## config.mk

```make
export PLATFORM = sky130hd
export DESIGN_NAME = button_conditioner
export DESIGN_NICKNAME = d
export VERILOG_FILES = /design/src/rtl/button_conditioner.sv
export SDC_FILE = /design/constraint.sdc
export NUM_CORES = 1
export LEC_CHECK = 0
export ABC_AREA = 1
export CORE_MARGIN = 2
export CORE_UTILIZATION = 50
export CTS_BUF_LIST = sky130_fd_sc_hd__clkbuf_4 sky130_fd_sc_hd__clkbuf_8
export DETAILED_ROUTE_END_ITERATION = 10
export PLACE_DENSITY_LB_ADDON = 0.25
export SLEW_MARGIN = 20
export SYNTH_ARGS = -nofsm -noshare
export SYNTH_HDL_FRONTEND = slang
export SYNTH_SLANG_ARGS = --single-unit
```

## constraint.sdc

```tcl
create_clock -name clk -period 1.99 [get_ports clk]
set_clock_uncertainty 0.15 [all_clocks]
set_input_delay 0.199 -clock clk [delete_from_list [all_inputs] [get_ports clk]]
set_output_delay 0.199 -clock clk [all_outputs]
set_load 0.01 [all_outputs]
```

## src/rtl/button_conditioner.sv

```systemverilog
// Five-channel push-button front end: 2-flop sync, counter debounce, single-cycle press pulses,
// plus auto-repeat on increment/decrement with inc/dec conflict suppression.
module button_conditioner #(
  parameter int DEBOUNCE_CYCLES = 16,
  parameter int REPEAT_DELAY    = 500,
  parameter int REPEAT_PERIOD   = 125,
  parameter int CNT_W           = 10
) (
  input  logic clk,
  input  logic reset_n,
  input  logic btn_mode_raw,
  input  logic btn_time_set_raw,
  input  logic btn_increment_raw,
  input  logic btn_decrement_raw,
  input  logic btn_backlight_raw,
  input  logic repeat_en,
  output logic btn_mode,
  output logic btn_time_set,
  output logic btn_increment,
  output logic btn_decrement,
  output logic btn_backlight,
  output logic backlight_held
);

  localparam int NCH = 5;
  localparam logic [CNT_W-1:0] DB_LAST = CNT_W'(DEBOUNCE_CYCLES - 1);
  localparam logic [CNT_W-1:0] RD_LAST = CNT_W'(REPEAT_DELAY - 1);
  localparam logic [CNT_W-1:0] RP_LAST = CNT_W'(REPEAT_PERIOD - 1);

  typedef enum logic [1:0] {
    IDLE        = 2'd0,
    HELD_WAIT   = 2'd1,
    HELD_REPEAT = 2'd2
  } rep_state_t;

  // Channel order: 0 mode, 1 time_set, 2 increment, 3 decrement, 4 backlight
  logic [NCH-1:0] raw;
  logic [NCH-1:0] stable;
  logic [NCH-1:0] stable_next;
  logic [NCH-1:0] rise;
  logic [1:0]     rep_evt;
  logic [NCH-1:0] pulse_reg;
  logic [NCH-1:0] pulse_next;

  assign raw = {btn_backlight_raw, btn_decrement_raw, btn_increment_raw,
                btn_time_set_raw, btn_mode_raw};

  for (genvar gi = 0; gi < NCH; gi++) begin : g_db
    logic             s1_reg;
    logic             s2_reg;
    logic             stable_reg;
    logic [CNT_W-1:0] cnt_reg;
    logic             differ;

    assign differ          = s2_reg ^ stable_reg;
    assign stable_next[gi] = (differ && cnt_reg == DB_LAST) ? s2_reg : stable_reg;
    assign stable[gi]      = stable_reg;
    assign rise[gi]        = stable_next[gi] & ~stable_reg;

    always_ff @(posedge clk or negedge reset_n) begin
      if (!reset_n) begin
        s1_reg     <= 1'b0;
        s2_reg     <= 1'b0;
        stable_reg <= 1'b0;
        cnt_reg    <= '0;
      end else begin
        s1_reg     <= raw[gi];
        s2_reg     <= s1_reg;
        stable_reg <= stable_next[gi];
        // Clears both on agreement and on acceptance, so the counter never wraps
        if (!differ || cnt_reg == DB_LAST)
          cnt_reg <= '0;
        else
          cnt_reg <= cnt_reg + 1'b1;
      end
    end
  end

  for (genvar gi = 0; gi < 2; gi++) begin : g_rep
    localparam int CH = gi + 2;
    rep_state_t       state_reg;
    rep_state_t       state_next;
    logic [CNT_W-1:0] rcnt_reg;
    logic [CNT_W-1:0] rcnt_next;
    logic             rep_pulse;

    assign rep_evt[gi] = rep_pulse;

    always_ff @(posedge clk or negedge reset_n) begin
      if (!reset_n) begin
        state_reg <= IDLE;
        rcnt_reg  <= '0;
      end else begin
        state_reg <= state_next;
        rcnt_reg  <= rcnt_next;
      end
    end

    // A held button with repeat enabled (fresh press or late enable) arms the delay
    always_comb begin
      state_next = state_reg;
      rcnt_next  = rcnt_reg;
      rep_pulse  = 1'b0;
      case (state_reg)
        IDLE: begin
          rcnt_next = '0;
          if (stable_next[CH] && repeat_en)
            state_next = HELD_WAIT;
        end
        HELD_WAIT: begin
          if (!stable_next[CH] || !repeat_en) begin
            state_next = IDLE;
            rcnt_next  = '0;
          end else if (rcnt_reg == RD_LAST) begin
            rep_pulse  = 1'b1;
            rcnt_next  = '0;
            state_next = HELD_REPEAT;
          end else begin
            rcnt_next = rcnt_reg + 1'b1;
          end
        end
        HELD_REPEAT: begin
          if (!stable_next[CH] || !repeat_en) begin
            state_next = IDLE;
            rcnt_next  = '0;
          end else if (rcnt_reg == RP_LAST) begin
            rep_pulse = 1'b1;
            rcnt_next = '0;
          end else begin
            rcnt_next = rcnt_reg + 1'b1;
          end
        end
        default: begin
          state_next = IDLE;
          rcnt_next  = '0;
        end
      endcase
    end
  end

  logic both_held;
  logic inc_fire;
  logic dec_fire;

  // Repeats are muted while both are held; coincident pulses cancel each other
  assign both_held = stable[2] & stable[3];
  assign inc_fire  = rise[2] | (rep_evt[0] & ~both_held);
  assign dec_fire  = rise[3] | (rep_evt[1] & ~both_held);

  assign pulse_next = {rise[4], dec_fire & ~inc_fire, inc_fire & ~dec_fire, rise[1], rise[0]};

  always_ff @(posedge clk or negedge reset_n) begin
    if (!reset_n)
      pulse_reg <= '0;
    else
      pulse_reg <= pulse_next;
  end

  assign btn_mode       = pulse_reg[0];
  assign btn_time_set   = pulse_reg[1];
  assign btn_increment  = pulse_reg[2];
  assign btn_decrement  = pulse_reg[3];
  assign btn_backlight  = pulse_reg[4];
  assign backlight_held = stable[4];

endmodule
```

==> implementation parameters, run 1 <==
Parameter                              Value

Final layout
  Area delta synth->final    13.0%
  Flip-flop count of the largest register after layout    50
  Post-route cell area    5110 µm²
  Inserted Diodes    0
  Share of layout cells above drive strength 1    12.2%
  Filler cell count    755
  Final std cells w/o fill    651
  Layout Utilization    58.4%
  Number of nets at the end of the flow    561

Route
  First-pass iteration count of the detailed router    5
  DRC    0
  Average via count per standard cell    4.94
  First DRT Iteration DRCs    94
  Via count of the routed design    3,217
  Final ANT Viol Nets    0
  Final WL    7590 µm
  Average wire per cell in the routed design    11.7 µm

Pwr
  Total leakage power    2.33 nW
  Power per cell area    686 nW/µm²
  Max IR drop VDD    0.302 mV
  PnR Total Power    3.51 mW

Timing
  Post-route clock period utilization    94.2%
  Tightest Pin Transition    0.492 ns
  Slew headroom    67.0%
  Number of pins exceeding their max-slew limit in the final report    0
  Final period demand of the worst path    1.87 ns
  Total Negative Setup Slacks    0 ns
  PnR worst setup slack    0.116 ns
  Maximum achievable frequency    0.534 GHz
  Number of endpoints with negative hold slack in the final report    0
  Finish-stage setup viols    0
  Post-Route Hold Slack    0.116 ns

Floorplanning
  Top Ports    14
  Die ar.    9830 µm²
  Die X    99.2 µm
  Die Ht    99.2 µm
  Initial core utilization    51.7%
  Placeable core area    8760 µm²
  Number of rows in the core area    34

Synth
  Number of synthesis warnings    0
  Area of the mapped netlist    4530 µm²
  Number of nets in the synthesized netlist    528
  Number of distinct library cell variants in the gate-level netlist after synthesis    37
  Share of the yosys chip area belonging to registers    52.0%
  Post-synthesis cell count    505
  Synthesized flop and latch total    94
  Synthesized area divided by synthesized cell count    8.96 µm²

Setup path
  CP Data Required Time    2.13 ns
  Type of the worst setup path    register to register
  Largest stage delay on the critical path    0.38 ns
  Critical Path Start Type    register
  Maximum fanout count along the critical path    5
  Arrival time reported for the critical path endpoint    2.02 ns
  Origin of the critical flop-to-flop path    g_db[3].cnt_reg[0]$_DFF_PN0_
  Critical path origin    g_db[3].cnt_reg[0]$_DFF_PN0_
  Destination of the critical timing path    g_rep[1].rcnt_reg[6]$_DFF_PN0_
  Register-to-register setup slack    0.12 ns
  Kind of cell adding the most delay to the critical path    simple AND/OR/NAND/NOR gates
  Number of cells on the critical path    11
  Series of cell instances along the critical path    ha_2 -> nand2_1 -> inv_2 -> nand2_4 -> inv_2 -> nand3_4 -> a21boi_4 -> nand2_2 -> o21ai_4 -> nand2_4 -> nor2_2
  Library cell contributing the largest single delay on the critical path    sky130_fd_sc_hd__dfrtp_1
  Total buffers and inverters traversed by the critical path    2
  Endpoint kind of the worst setup timing path    register
  Reg2Reg Depth    11
  Reg2reg end    g_rep[1].rcnt_reg[6]$_DFF_PN0_

Global route
  Largest net degree at the start of global routing    37
  Via count of the first global-routing pass    3,219
  First-pass GRT wire length    13,700 µm
  Initial antenna violation count    0
  All-Layer GR Usage    16.9%
  Sum of overflow across all layers after global routing    0

Placement
  Final RePlAce weighted congestion    0.797
  Estimated wirelength of the detail-placed design    5370 µm
  Number of instances in the placed design    630
  Count of port buffers added during placement    13
  Cell area after placement    4830 µm²
  Worst slack at placement    0.0871 ns

Clock network
  Clock tree from TritonCTS    yes
  Clock buffer count from CTS    9
  Buffers from clock root to sink, at most    2
  CTS H-Tree Depth    3
  Cell at the root of the clock tree    sky130_fd_sc_hd__clkbuf_8
  Clock latency on the worst-skew pair    0.36 ns
  Clock sinks    94
  Clock input transition at the sequential cells of the worst setup and hold paths    0.09 ns

Hold path
  Hold WC Path Type    input port to register

Status
  Outcome    finished clean

Run
  Max-capacitance violation count    0
what timing repair did:
item	CTS	global route
hold buffers	1	0
gates resized for setup	0	10
buffers inserted	0	2
endpoints found under the setup margin	0	20
endpoints found under the hold margin	33	0
synthesized netlist by cell type, drive strengths merged:
cell | instances | area share (%)
inv | 72 | 6.0
nor3 | 18 | 2.1
clkinv | 1 | 0.083
and2 | 1 | 0.14
nand3b | 1 | 0.17
nand3 | 26 | 3.1
ha | 15 | 4.1
o21ai | 6 | 0.75
or2 | 2 | 0.28
xor2 | 15 | 2.9
o21a | 3 | 0.50
and3 | 4 | 0.55
nor3b | 23 | 4.1
o22ai | 2 | 0.55
nand4 | 12 | 1.7
nor2 | 97 | 8.9
a21boi | 3 | 0.75
buf | 1 | 0.17
xnor2 | 6 | 1.2
a31oi | 5 | 0.69
nand2 | 78 | 6.9
dfrtp | 94 | 52
a21oi | 16 | 1.8
o21bai | 4 | 0.75
layout by cell type (no fill, tap or decap), types with 12 or more instances in the layout:
| cell | n |
|---|---|
| sky130_fd_sc_hd__nor2_2 | 14 |
| sky130_fd_sc_hd__ha_1 | 14 |
| sky130_fd_sc_hd__nor2_1 | 82 |
| sky130_fd_sc_hd__clkdlybuf4s50_1 | 12 |
| sky130_fd_sc_hd__xor2_1 | 15 |
| sky130_fd_sc_hd__nor3b_1 | 20 |
| sky130_fd_sc_hd__inv_1 | 66 |
| sky130_fd_sc_hd__dfrtp_1 | 94 |
| sky130_fd_sc_hd__nand4_1 | 12 |
| sky130_fd_sc_hd__nand3_1 | 24 |
| sky130_fd_sc_hd__a21oi_1 | 16 |
| sky130_fd_sc_hd__nand2_1 | 73 |
| sky130_fd_sc_hd__nor3_1 | 17 |
per-layer routing:
layer  vias up  GRT usage (%)  wire length, µm
li1       1673              -                -
met1      1496           21.7             3670
met2        36           27.9             3560
met3        12           3.65              226
met4         0           6.85              133
met5         -              0                0
worst reg2reg max path: stages (launching register included):
cell and delay [ns]:
sky130_fd_sc_hd__dfrtp_1 0.38, sky130_fd_sc_hd__ha_2 0.19, sky130_fd_sc_hd__nand2_1 0.06, sky130_fd_sc_hd__inv_2 0.08, sky130_fd_sc_hd__nand2_4 0.07, sky130_fd_sc_hd__inv_2 0.08, sky130_fd_sc_hd__nand3_4 0.09, sky130_fd_sc_hd__a21boi_4 0.18
sky130_fd_sc_hd__nand2_2 0.10, sky130_fd_sc_hd__o21ai_4 0.23, sky130_fd_sc_hd__nand2_4 0.11, sky130_fd_sc_hd__nor2_2 0.10
cells by family after synthesis:
| family | synth area share, % |
|---|---|
| buffers and inverters | 6.22 |
| xor gates and xnor gates | 4.06 |
| and+or+nand+nor | 27.9 |
| DFF | 52.0 |
| AOI/OAI and AO/OA | 5.75 |
| adders and majority gates | 4.15 |
power breakdown:
part | switching [mW] | internal (mW)
clock | 0.631 | 0.676
sequential | 0.0310 | 1.95
combinational | 0.136 | 0.0840
total | 0.797 | 2.71
area by class of cell:
class | instances | area [µm²] | area share (%)
clock inverters | 3 | 42.5 | 0.832
repair buffers | 21 | 203 | 3.96
inverters | 73 | 274 | 5.36
clock buffers | 13 | 166 | 3.25
multi-input cells | 339 | 1940 | 38.0
well taps | 108 | 135 | 2.64
flip-flops and latches | 94 | 2350 | 46.0
how the worst min path moves through the flow:
stage / from / to / slack [ns] / cells after the start
2_1_floorplan: reset_n / backlight_held$_DFF_PN0_ / -0.25 / 0
3_3_place_gp: reset_n / g_db[0].stable_reg$_DFF_PN0_ / 0.03 / 1
3_5_place_dp: reset_n / g_db[0].stable_reg$_DFF_PN0_ / 0.04 / 1
4_1_cts: btn_backlight_raw / g_db[4].s1_reg$_DFF_PN0_ / 0.1 / 1
5_1_grt: btn_decrement_raw / g_db[3].s1_reg$_DFF_PN0_ / 0.11 / 1
6_report: btn_backlight_raw / g_db[4].s1_reg$_DFF_PN0_ / 0.12 / 1
(Power assumes the default switching activity.)
==> run 2, diff against run 1 <==
--- a/config.mk
+++ b/config.mk
@@ -8,7 +8,7 @@
 export ABC_AREA = 1
 export CORE_MARGIN = 2
 export CORE_UTILIZATION = 50
-export CTS_BUF_LIST = sky130_fd_sc_hd__clkbuf_4 sky130_fd_sc_hd__clkbuf_8
+export CTS_BUF_LIST = sky130_fd_sc_hd__clkbuf_16
 export DETAILED_ROUTE_END_ITERATION = 10
 export PLACE_DENSITY_LB_ADDON = 0.25
 export SLEW_MARGIN = 20
==> constraint.sdc (replaced) <==
create_clock -name clk -period 2.1 [get_ports clk]
set_clock_uncertainty 0.15 [all_clocks]
set_input_delay 0.21 -clock clk [delete_from_list [all_inputs] [get_ports clk]]
set_output_delay 0.21 -clock clk [all_outputs]
set_load 0.01 [all_outputs]
==> run 2 against run 1 <==
Sequential power is 5% lower. Maximum frequency shrank 2.4%. Cell area shrank 0.12%. Worst setup slack better by 0.064 ns. Hold slack better by 0.043 ns. Power grew 3.2%. Count of clock-buffer cells in the layout decreased by 4.
==> implementation parameters, run 2 (same netlist as run 1, synthesis figures left out) <==
Parameter                              Value

Status
  Outcome    finished clean (unchanged)

Clock network
  Count of cells resized by post-cts repair    0 (unchanged)
  Clock buffer count from CTS    9 (unchanged)
  Post-CTS setup repair buffer count    0 (unchanged)
  Clock latency on the worst-skew pair    0.34 ns (was 0.36 ns)
  Clock tree from TritonCTS    yes (unchanged)
  CTS H-Tree Depth    3 (unchanged)
  Buffers from clock root to sink, at most    2 (unchanged)
  Clock input transition at the sequential cells of the worst setup and hold paths    0.06 ns (was 0.09 ns)
  Clock sinks    94 (unchanged)
  Number of buffers inserted for hold repair after clock tree synthesis    1 (unchanged)
  Cell at the root of the clock tree    sky130_fd_sc_hd__clkbuf_16 (was sky130_fd_sc_hd__clkbuf_8)

Route
  DRC    0 (unchanged)
  Average wire per cell in the routed design    11.7 µm (about the same)
  Post-route met1 wirelength    3640 µm (was 3670 µm)
  First DRT Iteration DRCs    76 (was 94)
  Final WL    7570 µm (was 7590 µm)
  Met3 wire length    166 µm (was 226 µm)
  Detailed route wirelength on metal2    3620 µm (was 3560 µm)
  Top routing layer used    met4 (unchanged)
  Final ANT Viol Nets    0 (unchanged)
  Average via count per standard cell    4.98 (was 4.94)
  First-pass iteration count of the detailed router    4 (was 5)
  Via count of the routed design    3,213 (was 3,217)

Setup path
  Reg2Reg Depth    11 (unchanged)
  Arrival time reported for the critical path endpoint    2.04 ns (was 2.02 ns)
  CP Data Required Time    2.22 ns (was 2.13 ns)
  Library cell contributing the largest single delay on the critical path    sky130_fd_sc_hd__dfrtp_1 (unchanged)
  Maximum fanout count along the critical path    10 (was 5)
  Critical Path Start Type    register (unchanged)
  Series of cell instances along the critical path    ha_1 -> nand2_1 -> inv_2 -> nand2_2 -> inv_2 -> nand3_2 -> a21boi_4 -> nand2_2 -> o21ai_2 -> nand2_4 -> nor2_2 (was ha_2 -> nand2_1 -> inv_2 -> nand2_4 -> inv_2 -> nand3_4 -> a21boi_4 -> nand2_2 -> o21ai_4 -> nand2_4 -> nor2_2)
  Endpoint kind of the worst setup timing path    register (unchanged)
  Type of the worst setup path    register to register (unchanged)
  Largest stage delay on the critical path    0.37 ns (was 0.38 ns)

Final layout
  Commonest non-fill, non-tap cells in the layout    94 x sky130_fd_sc_hd__dfrtp_1, 84 x sky130_fd_sc_hd__nor2_1, 73 x sky130_fd_sc_hd__nand2_1 (was 94 x sky130_fd_sc_hd__dfrtp_1, 82 x sky130_fd_sc_hd__nor2_1, 73 x sky130_fd_sc_hd__nand2_1)
  Most common library cell in the layout ignoring fill and taps    sky130_fd_sc_hd__dfrtp_1 (unchanged)
  Post-route cell area    5110 µm² (about the same)
  Number of nets at the end of the flow    555 (was 561)
  Final std cells w/o fill    645 (was 651)
  Share of layout cells above drive strength 1    9.31% (was 12.2%)
  Filler cell count    785 (was 755)
  Area delta synth->final    12.9% (was 13.0%)
  Inserted Diodes    0 (unchanged)
  Flip-flop count of the largest register after layout    50 (unchanged)

Hold path
  Hold WC Path Type    input port to register (unchanged)
  Worst hold path cell count    1 (unchanged)

Timing
  Tightest Pin Transition    0.448 ns (was 0.492 ns)
  Number of endpoints with negative hold slack in the final report    0 (unchanged)
  Slew headroom    70.1% (was 67.0%)
  Finish-stage setup viols    0 (unchanged)
  Total Negative Setup Slacks    0 ns (unchanged)
  Setup repair after global routing missed its margin    no
  Maximum achievable frequency    0.521 GHz (was 0.534 GHz)
  PnR worst setup slack    0.180 ns (was 0.116 ns)
  Post-route clock period utilization    91.4% (was 94.2%)
  Final period demand of the worst path    1.92 ns (was 1.87 ns)
  Number of pins exceeding their max-slew limit in the final report    0 (unchanged)

Floorplanning
  Number of rows in the core area    34 (unchanged)
  Initial core utilization    51.7% (unchanged)
  Die ar.    9830 µm² (unchanged)
  Top Ports    14 (unchanged)
  Die X    99.2 µm (unchanged)
  Placeable core area    8760 µm² (unchanged)
  Die Ht    99.2 µm (unchanged)

Global route
  All-Layer GR Usage    17.3% (was 16.9%)
  Largest net degree at the start of global routing    46 (was 37)
  First-pass GRT wire length    13,800 µm (was 13,700 µm)
  Via count of the first global-routing pass    3,263 (was 3,219)
  Initial antenna violation count    0 (unchanged)
  Sum of overflow across all layers after global routing    0 (unchanged)

Pwr
  Max IR drop VDD    0.330 mV (was 0.302 mV)
  Power per cell area    709 nW/µm² (was 686 nW/µm²)
  Total leakage power    2.31 nW (was 2.33 nW)

Placement
  Estimated wirelength of the detail-placed design    5480 µm (was 5370 µm)
  Worst slack at placement    0.182 ns (was 0.0871 ns)
  Number of instances in the placed design    628 (was 630)
  Cell area after placement    4820 µm² (was 4830 µm²)
  Count of port buffers added during placement    13 (unchanged)
  Final RePlAce weighted congestion    0.799 (was 0.797)

Run
  Max-capacitance violation count    0 (unchanged)
[run 2: worst paths after layout]
path / start / end / slack, ns
min in group asynchronous: reset_n / g_db[1].cnt_reg[3]$_DFF_PN0_ / 0.20
setup reg to reg: g_db[3].cnt_reg[0]$_DFF_PN0_ / g_rep[1].rcnt_reg[5]$_DFF_PN0_ / 0.18
setup / recovery: g_db[3].cnt_reg[0]$_DFF_PN0_ / g_rep[1].rcnt_reg[5]$_DFF_PN0_ / 0.18
hold reg to reg: g_db[4].s1_reg$_DFF_PN0_ / g_db[4].s2_reg$_DFF_PN0_ / 0.20
max in group asynchronous: reset_n / g_db[0].cnt_reg[7]$_DFF_PN0_ / 1.00
hold / removal: btn_decrement_raw / g_db[3].s1_reg$_DFF_PN0_ / 0.16
[run 2: final cells by class]
cell class	count	area [µm²]	share of cell area, %
well taps	108	135	2.65
clock inverters	7	56.3	1.10
clock buffers	9	225	4.41
flip-flops and latches	94	2350	46.0
repair buffers	17	173	3.38
inverters	73	274	5.36
multi-input cells	337	1890	37.1
[run 2: where the power goes]
part,internal [mW],switching [mW]
Combinational,0.0757,0.123
Clock,0.901,0.640
Sequential,1.85,0.0292
Total,2.83,0.792
[run 2: metrics by stage]
stage	utilization, %	hold WS [ns]	total power, mW
6_report	58.3	0.159	3.62
5_1_grt	58.3	0.158	3.77
4_1_cts	58.3	0.152	3.68
3_5_place_dp	55.0	0.0298	2.12
3_3_place_gp	55.0	0.0230	2.11
2_1_floorplan	-	-0.236	2.03
[run 2: metal layers]
layer | track usage, % | up-vias
li1 | - | 1662
met1 | 22.3 | 1515
met2 | 28.3 | 23
met3 | 3.58 | 13
met4 | 7.48 | 0
met5 | 0 | -
[run 2: critical path: cells and delay by family (launching register included)]
family	cells	cell delay, ns
buffers and inverters	2	0.13
flip-flops	1	0.37
AND/OR/NAND/NOR	6	0.61
AO/OA/AOI/OAI	2	0.40
adder cells (fa/ha/maj)	1	0.18
==> run 3, diff against run 2 <==
--- a/config.mk
+++ b/config.mk
@@ -6,11 +6,11 @@
 export NUM_CORES = 1
 export LEC_CHECK = 0
 export ABC_AREA = 1
-export CORE_MARGIN = 2
-export CORE_UTILIZATION = 50
+export CORE_UTILIZATION = 61
 export CTS_BUF_LIST = sky130_fd_sc_hd__clkbuf_16
 export DETAILED_ROUTE_END_ITERATION = 10
 export PLACE_DENSITY_LB_ADDON = 0.25
+export SETUP_SLACK_MARGIN = 0.15
 export SLEW_MARGIN = 20
 export SYNTH_ARGS = -nofsm -noshare
 export SYNTH_HDL_FRONTEND = slang
==> run 3 against run 2 <==
Count of clock-buffer cells in the layout unchanged. Register-to-register slack gained 0.03 ns. Combinational power rose by 6%. Non-clock buffer count rose by 3. Clock power up 12%. Global-route usage increased by 5.0 points. Core utilization rose by 14 points. Via count is 3.7% higher. First-iteration DRC count up 110%. Sequential share of layout area shrank 1.1 points. Maximum frequency grew 1.7%. Critical path type unchanged.
==> implementation parameters, run 3 (same netlist as run 1, synthesis figures left out) <==
Parameter                              Value

Route
  Average wire per cell in the routed design    12.5 µm (was 11.7 µm)
  Average via count per standard cell    5.20 (was 4.98)
  DRC    0 (unchanged)
  First DRT Iteration DRCs    160 (was 76)
  Final ANT Viol Nets    0 (unchanged)
  Final WL    7990 µm (was 7570 µm)
  Via count of the routed design    3,331 (was 3,213)
  First-pass iteration count of the detailed router    4 (unchanged)

Timing
  Number of endpoints with negative hold slack in the final report    0 (unchanged)
  Final period demand of the worst path    1.89 ns (was 1.92 ns)
  Finish-stage setup viols    0 (unchanged)
  Maximum achievable frequency    0.530 GHz (was 0.521 GHz)
  Total Negative Setup Slacks    0 ns (unchanged)
  Setup repair after global routing missed its margin    yes (was no)
  Number of pins exceeding their max-slew limit in the final report    0 (unchanged)
  Post-Route Hold Slack    0.150 ns (was 0.159 ns)
  Slew headroom    70.1% (about the same)
  PnR worst setup slack    0.213 ns (was 0.180 ns)
  Tightest Pin Transition    0.448 ns (about the same)
  Post-route clock period utilization    89.9% (was 91.4%)

Final layout
  Commonest non-fill, non-tap cells in the layout    94 x sky130_fd_sc_hd__dfrtp_1, 81 x sky130_fd_sc_hd__nor2_1, 72 x sky130_fd_sc_hd__nand2_1 (was 94 x sky130_fd_sc_hd__dfrtp_1, 84 x sky130_fd_sc_hd__nor2_1, 73 x sky130_fd_sc_hd__nand2_1)
  Inserted Diodes    0 (unchanged)
  Flip-flop count of the largest register after layout    50 (unchanged)
  Layout Utilization    72.5% (was 58.3%)
  Most common library cell in the layout ignoring fill and taps    sky130_fd_sc_hd__dfrtp_1 (unchanged)
  Number of nets at the end of the flow    560 (was 555)
  Share of layout cells above drive strength 1    12.5% (was 9.31%)
  Filler cell count    533 (was 785)
  Area delta synth->final    15.6% (was 12.9%)

Hold path
  Worst hold path cell count    1 (unchanged)
  Terminating pin of the worst hold path    g_db[4].s1_reg$_DFF_PN0_ (was g_db[3].s1_reg$_DFF_PN0_)
  Hold WC Path Type    input port to register (unchanged)
  Hold_sp    btn_backlight_raw (was btn_decrement_raw)

Floorplanning
  Die Ht    88.1 µm (was 99.2 µm)
  Placeable core area    7210 µm² (was 8760 µm²)
  Top Ports    14 (unchanged)
  Number of rows in the core area    31 (was 34)
  Initial core utilization    62.7% (was 51.7%)
  Die ar.    7770 µm² (was 9830 µm²)
  Die X    88.1 µm (was 99.2 µm)

Pwr
  Design internal power    2.98 mW (was 2.83 mW)
  PnR Total Power    3.83 mW (was 3.62 mW)
  Total leakage power    2.37 nW (was 2.31 nW)
  Relative contribution of combinational cells to total power    5.5% (about the same)
  Max IR drop VDD    0.478 mV (was 0.330 mV)
  Reg power frac    49.2% (was 52.0%)
  Power per cell area    731 nW/µm² (was 709 nW/µm²)
  Switching power share of the total    22.1% (was 21.9%)
  Sw Pwr    846 µW (was 792 µW)
  Clock share of power    45.3% (was 42.5%)

Global route
  Via count of the first global-routing pass    3,250 (was 3,263)
  Sum of overflow across all layers after global routing    0 (unchanged)
  All-Layer GR Usage    22.3% (was 17.3%)
  Initial antenna violation count    0 (unchanged)
  First-pass GRT wire length    13,500 µm (was 13,800 µm)
  Largest net degree at the start of global routing    41 (was 46)

Setup path
  Total buffers and inverters traversed by the critical path    2 (unchanged)
  Maximum fanout count along the critical path    5 (was 10)
  Arrival time reported for the critical path endpoint    2.01 ns (was 2.04 ns)
  Kind of cell adding the most delay to the critical path    simple AND/OR/NAND/NOR gates (unchanged)
  Series of cell instances along the critical path    ha_2 -> nand2_2 -> inv_2 -> nand2_4 -> inv_2 -> nand3_4 -> a21boi_4 -> nand2_2 -> o21ai_4 -> nand2_4 -> nor2_4 (was ha_1 -> nand2_1 -> inv_2 -> nand2_2 -> inv_2 -> nand3_2 -> a21boi_4 -> nand2_2 -> o21ai_2 -> nand2_4 -> nor2_2)
  Critical Path Start Type    register (unchanged)
  Reg2Reg Depth    11 (unchanged)
  CP Data Required Time    2.23 ns (was 2.22 ns)
  Endpoint kind of the worst setup timing path    register (unchanged)
  Type of the worst setup path    register to register (unchanged)
  Register-to-register setup slack    0.21 ns (was 0.18 ns)
  Largest stage delay on the critical path    0.35 ns (was 0.37 ns)
  Reg2reg end    g_rep[1].rcnt_reg[8]$_DFF_PN0_ (was g_rep[1].rcnt_reg[5]$_DFF_PN0_)
  Library cell contributing the largest single delay on the critical path    sky130_fd_sc_hd__dfrtp_1 (unchanged)
  Critical path origin    g_db[3].cnt_reg[0]$_DFF_PN0_ (unchanged)
  Origin of the critical flop-to-flop path    g_db[3].cnt_reg[0]$_DFF_PN0_ (unchanged)

Clock network
  Clock input transition at the sequential cells of the worst setup and hold paths    0.07 ns (was 0.06 ns)
  Clock tree from TritonCTS    yes (unchanged)
  CTS H-Tree Depth    3 (unchanged)
  Cell at the root of the clock tree    sky130_fd_sc_hd__clkbuf_16 (unchanged)
  Clock sinks    94 (unchanged)
  Clock latency on the worst-skew pair    0.34 ns (about the same)
  Clock buffer count from CTS    9 (unchanged)
  Buffers from clock root to sink, at most    2 (unchanged)

Placement
  Count of port buffers added during placement    13 (unchanged)
  Estimated wirelength of the detail-placed design    5370 µm (was 5480 µm)
  Worst slack at placement    0.205 ns (was 0.182 ns)
  Final RePlAce weighted congestion    0.865 (was 0.799)

Run
  Max-capacitance violation count    0 (unchanged)

Status
  Outcome    finished clean (unchanged)
[run 3: cell types whose count changed in the layout (fill, tap and decap cells not counted), sizes merged]
cell | before | now
clkinvlp | 1 | 2
clkinv | 5 | 2
inv | 73 | 74
nand2 | 78 | 80
bufinv | 1 | 2
buf | 4 | 7
[run 3: worst max-delay path by stage]
stage,to,slack [ns],depth (start not counted)
4_1_cts,g_rep[1].rcnt_reg[0]$_DFF_PN0_,0.18,11
5_1_grt,g_rep[1].rcnt_reg[8]$_DFF_PN0_,0.12,11
3_3_place_gp,g_rep[1].rcnt_reg[4]$_DFF_PN0_,0.31,11
3_5_place_dp,g_rep[1].rcnt_reg[5]$_DFF_PN0_,0.21,11
2_1_floorplan,g_rep[1].rcnt_reg[0]$_DFF_PN0_,0.38,11
6_report,g_rep[1].rcnt_reg[8]$_DFF_PN0_,0.21,11
[run 3: per-stage QoR]
stage               cells  cell area, µm²
finish                641            5230
global route          641            5230
CTS                   636            5140
detailed placement    619            4810
global placement      619            4810
floorplan             505            4530
[run 3: layout make-up]
class	instances	area, µm²	share of cell area, %
Multi-Input combinational cell	339	1970	37.6
Clock inverter	7	96.3	1.84
Timing Repair Buffer	20	195	3.73
Inverter	73	274	5.24
Sequential cell	94	2350	44.9
Clock buffer	9	225	4.30
Tap cell	99	124	2.37
[run 3: power groups by stage]
| stage | Sequential, mW | Clock, mW | Combinational (mW) |
|---|---|---|---|
| 6_report | 1.88 | 1.73 | 0.209 |
| 5_1_grt | 1.89 | 1.84 | 0.242 |
| 4_1_cts | 1.88 | 1.77 | 0.203 |
| 3_5_place_dp | 1.92 | 0 | 0.198 |
| 3_3_place_gp | 1.91 | 0 | 0.189 |
| 2_1_floorplan | 1.91 | 0 | 0.117 |
[run 3: routing by layer]
layer  track usage, %  routed length, µm
met5                0                  0
met4             8.80                151
met3             5.00                211
met2             38.8               4060
met1             26.8               3570
[run 3: repair_timing]
item | in CTS | in global routing
gates resized for setup | 0 | 16
endpoints found under the hold margin | 30 | 0
hold buffers | 1 | 0
buffers inserted | 0 | 3
setup endpoints to repair | 0 | 24
==> RTL change (flow settings as in run 1) <==
`DEBOUNCE_CYCLES`: 16 -> 15.
--- a/src/rtl/button_conditioner.sv
+++ b/src/rtl/button_conditioner.sv
@@ -1,7 +1,7 @@
 // Five-channel push-button front end: 2-flop sync, counter debounce, single-cycle press pulses,
 // plus auto-repeat on increment/decrement with inc/dec conflict suppression.
 module button_conditioner #(
-  parameter int DEBOUNCE_CYCLES = 16,
+  parameter int DEBOUNCE_CYCLES = 15,
   parameter int REPEAT_DELAY    = 500,
   parameter int REPEAT_PERIOD   = 125,
   parameter int CNT_W           = 10
Function: no difference found for any inputs over 10 cycles, from zero or initial values and one cycle with reset_n low; that may be too few to reach the edited logic, so the function may still have changed.
==> RTL change against run 1 <==
  * Global-route usage up 1.4 points
  * Sequential cell count did not move
  * Synthesized cell count grew 16%
  * Wire length rose by 24%
  * First-iteration DRC count increased by 7.4%
  * Final cell count is 16% higher
  * Non-clock buffer count up 9
  * Worst setup slack improved by 34 ps
  * Design area up 10%
  * Power rose by 6.3%
  * Largest power group unchanged
  * Area after synthesis grew 9.8%
  * Critical endpoint is now g_rep[1].rcnt_reg[1]
==> RTL change: results (changes against run 1) <==
| Metric | Value |
|---|---|
| Status | `finished clean (unchanged)` |
| Layout cells sized above 1 | `11.1% (was 12.2%)` |
| Dpl ws | `75.7 ps (was 87.1 ps)` |
| Max incr delay on CP | `410 ps (was 380 ps)` |
| Synth cell types | `35 (was 37)` |
| Placed Instances | `736 (was 630)` |
| CP max FO | `14 (was 5)` |
| Adder-cell area share of the yosys netlist | `5.03% (was 4.15%)` |
| DRT Pass-1 Iters | `4 (was 5)` |
| Largest cells by area after synthesis | `dfrtp_1 (47%), nand4_1 (6.4%), inv_1 (6.4%) (was dfrtp_1 (52%), nor2_1 (7.0%), nand2_1 (6.1%))` |
| Synth Net Count | `616 (was 528)` |
| Post-synth top cells | `dfrtp_1 (94), inv_1 (85), nor2_1 (73), nand2_1 (68), nand4_1 (51) (was dfrtp_1 (94), nor2_1 (84), nand2_1 (73), inv_1 (67), nand3_1 (24))` |
| Worst reg2reg setup slack | `150 ps (was 120 ps)` |
| Normalized max-slew margin | `67.0% (about the same)` |
| Synth Area in Compound Gates | `7.02% (was 5.75%)` |
| GR Layer Usage met3 | `4.78% (was 3.65%)` |
| Routed WL | `9420 um (was 7590 um)` |
| GRT Util Overall | `18.3% (was 16.9%)` |
| GR Layer Usage met1 | `22.2% (was 21.7%)` |
| VDD IR-drop max | `576 uV (was 302 uV)` |
| Final net count | `646 (was 561)` |
| Vias in the first global route | `3821 (was 3219)` |
| Routed met3 length | `331 um (was 226 um)` |
| Initial DRC Count | `101 (was 94)` |
| WL/cell | `12.5 um (was 11.7 um)` |
| Leakage | `2.54 nW (was 2.33 nW)` |
| Net Sw Frac | `23.7% (was 22.7%)` |
[RTL change: logic make-up (layout without fill, tap and decap cells)]
| kind of cell | after synthesis | count (layout) |
|---|---|---|
| simple gates | 294 | 294 |
| xor+xnor | 11 | 11 |
| fa+ha+maj | 20 | 20 |
| buf+inv | 104 | 139 |
| flops | 94 | 94 |
| compound gates | 65 | 65 |
[RTL change: layout make-up]
type	instances	area [um2]
well taps	133	166
multi-input cells	390	2240
repair buffers	30	295
inverters	93	359
flip-flops and latches	94	2350
clock buffers	12	153
fillers	884	4090
clock inverters	4	70.1
[RTL change: power groups by stage]
stage / clock [mW] / combinational [mW] / sequential, mW
detailed placement: 0 / 0.335 / 2.03
floorplan: 0 / 0.192 / 2.02
global placement: 0 / 0.329 / 2.03
CTS: 1.44 / 0.338 / 1.99
global route: 1.51 / 0.402 / 2.00
finish: 1.39 / 0.348 / 1.99
